===== config.mk =====
export PLATFORM = sky130hd
export DESIGN_NAME = pwm_multi
export DESIGN_NICKNAME = d
export VERILOG_FILES = /design/src/rtl/pwm_multi.sv
export SDC_FILE = /design/constraint.sdc
export NUM_CORES = 1
export LEC_CHECK = 0
export BUFFER_PORTS_ARGS = -buffer_cell sky130_fd_sc_hd__buf_2
export CORE_MARGIN = 1.5
export CORE_UTILIZATION = 50
export CTS_CLUSTER_DIAMETER = 100
export CTS_CLUSTER_SIZE = 12
export DETAILED_ROUTE_END_ITERATION = 10
export PLACE_DENSITY = 0.72
export SKIP_CTS_REPAIR_TIMING = 1
export SYNTH_ARGS = -nofsm -noshare
export SYNTH_HDL_FRONTEND = slang
export SYNTH_SLANG_ARGS = --single-unit

===== constraint.sdc =====
create_clock -name clk -period 3.4 [get_ports clk]
set_clock_uncertainty 0.1 [all_clocks]
set_input_delay 0.17 -clock clk [delete_from_list [all_inputs] [get_ports clk]]
set_output_delay 0.17 -clock clk [all_outputs]
set_load 0.02 [all_outputs]

===== src/rtl/pwm_multi.sv =====
// Multi-channel PWM generator: shadowed period/duty, deferred loads, one-cycle period_end pulse.
// Optional macro PWM_POLARITY_EN adds a shadowed per-channel output inversion input (pol).

module pwm_multi #(
    parameter int unsigned NUM_CH = 4,
    parameter int unsigned CNT_W  = 8
) (
    input  logic                    clk,
    input  logic                    rst_n,
    input  logic                    enable,
    input  logic [CNT_W-1:0]        pwm_period,
    input  logic [NUM_CH*CNT_W-1:0] duty,
    input  logic                    load,
`ifdef PWM_POLARITY_EN
    input  logic [NUM_CH-1:0]       pol,
`endif
    output logic [NUM_CH-1:0]       out,
    output logic                    period_end,
    output logic                    update_pending
);

    logic                    r_run;
    logic [CNT_W-1:0]        r_cnt;
    logic [CNT_W-1:0]        r_period_s;
    logic [NUM_CH*CNT_W-1:0] r_duty_s;
    logic [NUM_CH-1:0]       r_out;
    logic                    r_period_end;
    logic                    r_update_pending;

    logic [CNT_W-1:0]        w_last;
    logic                    w_boundary;
    logic                    w_take_shadow;
    logic [NUM_CH-1:0]       w_cmp;
    logic [NUM_CH-1:0]       w_pol_s;

    // A zero period behaves as a one-cycle period.
    assign w_last        = (r_period_s == '0) ? '0 : (r_period_s - CNT_W'(1));
    assign w_boundary    = r_run && (r_cnt == w_last);
    assign w_take_shadow = enable && (!r_run || (w_boundary && (load || r_update_pending)));

    always_comb begin
        w_cmp = '0;
        for (int unsigned i = 0; i < NUM_CH; i++) begin
            w_cmp[i] = (r_cnt < r_duty_s[i*CNT_W +: CNT_W]);
        end
    end

`ifdef PWM_POLARITY_EN
    logic [NUM_CH-1:0] r_pol_s;

    always_ff @(posedge clk or negedge rst_n) begin
        if (!rst_n) begin
            r_pol_s <= '0;
        end else if (w_take_shadow) begin
            r_pol_s <= pol;
        end
    end

    assign w_pol_s = r_pol_s;
`else
    assign w_pol_s = '0;
`endif

    // Shadows change only at start or at a wrap, so the counter can never overrun a shrunk period.
    always_ff @(posedge clk or negedge rst_n) begin
        if (!rst_n) begin
            r_period_s <= '0;
            r_duty_s   <= '0;
        end else if (w_take_shadow) begin
            r_period_s <= pwm_period;
            r_duty_s   <= duty;
        end
    end

    always_ff @(posedge clk or negedge rst_n) begin
        if (!rst_n) begin
            r_run            <= 1'b0;
            r_cnt            <= '0;
            r_out            <= '0;
            r_period_end     <= 1'b0;
            r_update_pending <= 1'b0;
        end else if (!enable) begin
            r_run            <= 1'b0;
            r_cnt            <= '0;
            r_out            <= w_pol_s;
            r_period_end     <= 1'b0;
            r_update_pending <= 1'b0;
        end else if (!r_run) begin
            r_run            <= 1'b1;
            r_cnt            <= '0;
            r_out            <= w_pol_s;
            r_period_end     <= 1'b0;
            r_update_pending <= 1'b0;
        end else begin
            r_out        <= w_cmp ^ w_pol_s;
            r_period_end <= w_boundary;
            r_cnt        <= w_boundary ? '0 : (r_cnt + CNT_W'(1));
            // A load in the boundary cycle is applied immediately and never shows as pending.
            if (w_boundary) begin
                r_update_pending <= 1'b0;
            end else if (load) begin
                r_update_pending <= 1'b1;
            end
        end
    end

    assign out            = r_out;
    assign period_end     = r_period_end;
    assign update_pending = r_update_pending;

endmodule


==> reports/qor.yml, run 1 <==
max_slew_margin_pct: 49.8
yosysSeqAreaShare_pct: 41.8
maxCapViolations: 0
vias: 2254
async_flop_share_pct: 100
syn_inst: 273
period_share_pct: 88.6
ys_warn_count: 0
antenna_cells: 0
final-setup-viol-count: 0
io_buffers: 49
vias_per_cell: 5.08
yosysTopAreaCell: "dfrtp_1"
hpwl_um: 4170
drive_gt1_share_pct: 29.7
ios: 50
outcome: "finished, final reports clean"
dieArea_um2: 7080
clk_latency_ns: 0.31
dr.pass1.iters: 4
h-tree-depth: 2
ir_drop_mv: 0.224
synth_top_area_share_pct: 41.8
nets: 440
syn2layout_area_growth_pct: 23.6
synth.area.top_cells: "dfrtp_1 42%, mux2_4 18%, ha_1 11%"
grt_pass1_wl_um: 10000
first_global_vias: 2093
row_count: 29
totalWireLength_um: 6050
drtIter0Drc: 117
numCtsBuffers: 5
slew_violations: 0
syn-num-nets: 347
cp_num_buf_inv: 2
cts-root-buf: "clkbuf_8"
hold_viol: 0
start_util_pct: 51.8
syn_area_per_cell_um2: 12.1
power.density_nw_per_um2: 390
place_congestion: 0.779
cp-start-kind: "flop"
ant_nets: 0
rsz0062_at_grt: "false"
crit_arrival_ns: 3.11
ys_types: 37
drc: 0
antenna_found_initial: 0
clk_pin_slew_worst_paths_ns: 0.10
grt_max_degree: 35
crit_fanout: 24
synth-seq-cells: 55
cts.sinks: 55
hp-class: "in2reg"
synthFlopType: "dfrtp_1"
path_cells: "inv_1 -> ha_1 -> nor3b_2 -> nand2_1 -> a221o_1 -> a311oi_2 -> nand4_2 -> a2bb2oi_4 -> buf_4 -> mux2_4"
n_fill_cell: 488
crit_type: "reg2reg"
wire_per_inst_um: 13.6
path_delay_family: "compound AO/OA/AOI/OAI gates"
die_w_um: 84.1
worstPathRequired_ns: 3.50
gr-total-overflow: 0
track_usage_pct: 17.6
cpPeakStageDelay_ns: 0.43
max_freq_mhz: 332
netlist_area_um2: 3290
max_slew.worst_pin.slew_ns: 0.754
hold_ws_ns: 0.00686
cts_tree: "yes"
coreArea_um2: 6350
slowest_stage: "dfrtp_1"
die_y_um: 84.1
fin_crit_ns: 3.01
clockBufferDepth: 2
fin_setup_tns_ns: 0
synth_edf_count: 0
p_leak_nw: 2.19
end_kind: "flop"
==> synthesized netlist by cell type, types with 2 or more instances <==
cell	count
o21ai_0	3
nor4_1	5
xnor2_1	5
nor3_1	2
xor2_1	7
or2_2	4
inv_1	32
nand2_1	4
nor2_1	14
a21o_1	13
mux2_4	40
a21oi_1	4
nand2b_1	4
buf_12	4
clkbuf_1	3
o21a_1	2
nand3b_1	2
o21ai_1	5
a211oi_1	5
dfrtp_1	55
and3_1	2
nand3_1	8
nand4_1	2
nor2b_1	6
ha_1	30
==> final cells by class <==
| type | instances | area, um2 | area share [%] |
|---|---|---|---|
| Sequential cell | 55 | 1380 | 33.8 |
| Inverter | 32 | 120 | 2.95 |
| Timing Repair Buffer | 93 | 678 | 16.7 |
| Clock buffer | 5 | 68.8 | 1.69 |
| Tap cell | 77 | 96.3 | 2.37 |
| Clock inverter | 3 | 23.8 | 0.584 |
| Multi-Input combinational cell | 179 | 1700 | 41.9 |
==> cells by family (layout without fill, tap and decap cells) <==
logic type      after synthesis  after routing  synth area share, %
buf+inv                      39            133                 6.42
fa+ha+maj                    30             30                 11.4
simple gates                 59             59                 10.2
mux                          40             40                 18.2
xor+xnor                     12             12                 3.19
flops                        55             55                 41.8
compound gates               38             38                 8.74
==> worst paths after layout <==
kind | start | to | slack (ns) | depth (start not counted)
max | r_period_s[0]$_DFFE_PN0P_ | r_duty_s[27]$_DFFE_PN0P_ | 0.39 | 10
min | pwm_period[2] | r_period_s[2]$_DFFE_PN0P_ | 0.007 | 2
max reg2reg | r_period_s[0]$_DFFE_PN0P_ | r_duty_s[27]$_DFFE_PN0P_ | 0.39 | 10
min reg2reg | r_duty_s[26]$_DFFE_PN0P_ | r_duty_s[26]$_DFFE_PN0P_ | 0.42 | 1
max in group asynchronous | rst_n | r_duty_s[1]$_DFFE_PN0P_ | 2.07 | 3
min in group asynchronous | rst_n | r_duty_s[22]$_DFFE_PN0P_ | 0.35 | 2
==> registers in the layout, indices dropped and copies added, names as in the netlist <==
name            count
r_duty_s           32
r_cnt               8
r_period_s          8
out                 4
period_end          1
r_run               1
update_pending      1
==> routing by layer <==
| metal | global-route usage, % | vias up | wire, um |
|---|---|---|---|
| met5 | 0 | - | 0 |
| met4 | 4.92 | 0 | 71 |
| met3 | 3.54 | 4 | 138 |
| met2 | 29.8 | 33 | 2910 |
| met1 | 23.0 | 1080 | 2930 |
| li1 | - | 1137 | - |
==> cells in the final DEF (no fill, tap or decap), drive strengths merged, types with 6 or more instances in the layout <==
cell,instances
a21o,13
buf,52
dfrtp,55
dlygate4sd3,41
ha,30
inv,33
mux2,40
nand3,8
nor2,14
nor2b,6
o21ai,8
xor2,7
==> through the flow <==
| stage | utilization [%] | setup WS (ns) | instances | power, mW | area [um2] |
|---|---|---|---|---|---|
| after floorplan | - | 0.685 | 273 | 1.10 | 3290 |
| after global placement | 56.1 | 0.445 | 395 | 1.17 | 3560 |
| after detailed placement | 56.1 | 0.394 | 395 | 1.19 | 3560 |
| after CTS | 57.6 | 0.371 | 403 | 1.57 | 3660 |
| after global routing | 64.1 | 0.167 | 444 | 1.69 | 4070 |
| final | 64.1 | 0.386 | 444 | 1.59 | 4070 |
==> report_power, final <==
group	switching, mW	internal, mW	leakage (nW)
combinational	0.157	0.252	1.48
sequential	0.0671	0.737	0.668
clock	0.227	0.148	0.0408
(Power assumes the default switching activity.)
==> run 2, diff against run 1 <==
--- a/config.mk
+++ b/config.mk
@@ -5,13 +5,15 @@
 export SDC_FILE = /design/constraint.sdc
 export NUM_CORES = 1
 export LEC_CHECK = 0
-export BUFFER_PORTS_ARGS = -buffer_cell sky130_fd_sc_hd__buf_2
+export CELL_PAD_IN_SITES_DETAIL_PLACEMENT = 0
+export CELL_PAD_IN_SITES_GLOBAL_PLACEMENT = 1
 export CORE_MARGIN = 1.5
 export CORE_UTILIZATION = 50
 export CTS_CLUSTER_DIAMETER = 100
 export CTS_CLUSTER_SIZE = 12
 export DETAILED_ROUTE_END_ITERATION = 10
-export PLACE_DENSITY = 0.72
+export DONT_BUFFER_PORTS = 1
+export PLACE_DENSITY_LB_ADDON = 0.1
 export SKIP_CTS_REPAIR_TIMING = 1
 export SYNTH_ARGS = -nofsm -noshare
 export SYNTH_HDL_FRONTEND = slang
==> run 2 against run 1 <==
Against the previous run: cell count decreased by 11%; fmax is 2.5% higher; largest cell class unchanged; cell area decreased by 4.2%; largest power group unchanged; worst hold slack gained 0.11 ns.
==> reports/qor.yml, run 2 (synthesis gave the netlist of run 1 again) <==
die_y_um: 84.1  # unchanged
hold_ws_ns: 0.115  # was 0.00686 ns
worstPathRequired_ns: 3.50  # about the same
hold_viol: 0  # unchanged
start_util_pct: 51.8  # unchanged
hpwl_um: 3960  # was 4170 um
antenna_found_initial: 0  # unchanged
drive_gt1_share_pct: 18.4  # was 29.7%
max_slew_margin_pct: 67.6  # was 49.8%
io_buffers: 0  # was 49
crit_arrival_ns: 3.04  # was 3.11 ns
crit_end: "r_duty_s[7]$_DFFE_PN0P_"  # was r_duty_s[27]$_DFFE_PN0P_
cts-root-buf: "clkbuf_8"  # unchanged
top_register: "r_duty_s"  # unchanged
rsz0062_at_grt: "false"  # unchanged
worst_slack_ns: 0.460  # was 0.386 ns
fin_area_um2: 3890  # was 4070 um2
crit-reg2reg-launch: "r_period_s[0]$_DFFE_PN0P_"  # unchanged
syn2layout_area_growth_pct: 18.3  # was 23.6%
h-tree-depth: 2  # unchanged
nets: 393  # was 440
final_common_cell: "dfrtp_1"  # unchanged
vias_per_cell: 5.28  # was 5.08
reg2regPathDepth: 10  # unchanged
clk_pin_slew_worst_paths_ns: 0.10  # about the same
clockBufferDepth: 2  # unchanged
reg_top3: "r_duty_s x32, r_cnt x8, r_period_s x8"  # unchanged
first_global_vias: 1816  # was 2093
gr-total-overflow: 0  # unchanged
grt_max_degree: 56  # was 35
crit_type: "reg2reg"  # unchanged
vias: 2098  # was 2254
track_usage_pct: 17.0  # was 17.6%
pre_cts_ws_ns: 0.479  # was 0.394 ns
numCtsBuffers: 5  # unchanged
p_leak_nw: 2.03  # was 2.19 nW
end_kind: "flop"  # unchanged
dieArea_um2: 7080  # unchanged
n_fill_cell: 518  # was 488
cts_tree: "yes"  # unchanged
fin_crit_ns: 2.94  # was 3.01 ns
crit_fanout: 20  # was 24
fin_setup_tns_ns: 0  # unchanged
startpoint: "r_period_s[0]$_DFFE_PN0P_"  # unchanged
maxCapViolations: 0  # unchanged
drc: 0  # unchanged
power.density_nw_per_um2: 407  # was 390 nW/um2
clk_latency_ns: 0.31  # about the same
rrSetupSlack_ns: 0.46  # was 0.39 ns
r2r_end: "r_duty_s[7]$_DFFE_PN0P_"  # was r_duty_s[27]$_DFFE_PN0P_
max_freq_mhz: 340  # was 332 MHz
largest_register_ffs: 32  # unchanged
postPlaceCellArea_um2: 3340  # was 3560 um2
drtIter0Drc: 79  # was 117
max_slew.worst_pin.slew_ns: 0.481  # was 0.754 ns
slew_violations: 0  # unchanged
ant_nets: 0  # unchanged
outcome: "finished, final reports clean"  # unchanged
mostFrequentLayoutCells: "55 x dfrtp_1, 43 x dlygate4sd3_1, 40 x mux2_4"  # was 55 x dfrtp_1, 49 x buf_2, 41 x dlygate4sd3_1
final-setup-viol-count: 0  # unchanged
die_w_um: 84.1  # unchanged
totalWireLength_um: 6080  # was 6050 um
period_share_pct: 86.5  # was 88.6%
antenna_cells: 0  # unchanged
cts.sinks: 55  # unchanged
place_congestion: 0.683  # was 0.779
coreArea_um2: 6350  # unchanged
wire_per_inst_um: 15.3  # was 13.6 um
grt_pass1_wl_um: 9220  # was 10000 um
cp-start-kind: "flop"  # unchanged
dr.pass1.iters: 4  # unchanged
hp-class: "in2reg"  # unchanged
ir_drop_mv: 0.202  # was 0.224 mV
row_count: 29  # unchanged
ios: 50  # unchanged
run 2: cell count changes in the layout (fill, tap and decap cells not counted):
cell and delta:
buf_2 -49, buf_4 -3, buf_12 +2, clkbuf_8 +2, clkinvlp_4 -2, dlygate4sd3_1 +2, buf_16 +1, clkbuf_1 +1
inv_6 -1
run 2: layout make-up:
type,count,area [um2],area share [%]
clock buffers,8,100,2.57
well taps,77,96.3,2.47
inverters,32,120,3.08
flip-flops and latches,55,1380,35.3
repair buffers,46,498,12.8
multi-input cells,179,1700,43.8
run 2: worst min-delay path by stage:
stage	startpoint	end	depth (start not counted)
6_report	enable	r_cnt[1]$_DFF_PN0_	2
5_1_grt	enable	r_cnt[1]$_DFF_PN0_	2
4_1_cts	rst_n	r_period_s[6]$_DFFE_PN0P_	0
3_5_place_dp	rst_n	r_period_s[6]$_DFFE_PN0P_	0
3_3_place_gp	rst_n	r_period_s[6]$_DFFE_PN0P_	0
2_1_floorplan	rst_n	out[0]$_DFF_PN0_	0
run 2: worst max-delay path, stage by stage (launching register included):
cell	delay [ns]
dfrtp_1	0.43
inv_1	0.09
ha_1	0.21
nor3b_2	0.35
nand2_1	0.13
a221o_1	0.37
a311oi_2	0.27
nand4_2	0.15
a2bb2oi_4	0.22
buf_12	0.17
mux2_4	0.31
run 2: layer usage:
layer / GRT usage [%] / up-vias / share of wire (%)
li1: - / 1043 / -
met1: 23.8 / 1018 / 48
met2: 26.4 / 32 / 49
met3: 3.64 / 5 / 2.7
met4: 5.81 / 0 / 1.0
met5: 0 / - / 0
run 2: per-stage QoR:
stage	total power [mW]	util [%]	instances
after floorplan	1.10	-	273
after global placement	1.14	52.6	345
after detailed placement	1.15	52.6	345
after CTS	1.54	54.1	353
after global routing	1.68	61.3	397
final	1.59	61.3	397
run 2: report_power, final:
| part | switching (mW) | internal (mW) | total [mW] |
|---|---|---|---|
| clock network | 0.208 | 0.186 | 0.394 |
| logic | 0.139 | 0.238 | 0.377 |
| registers | 0.0772 | 0.737 | 0.814 |
| total | 0.425 | 1.16 | 1.59 |
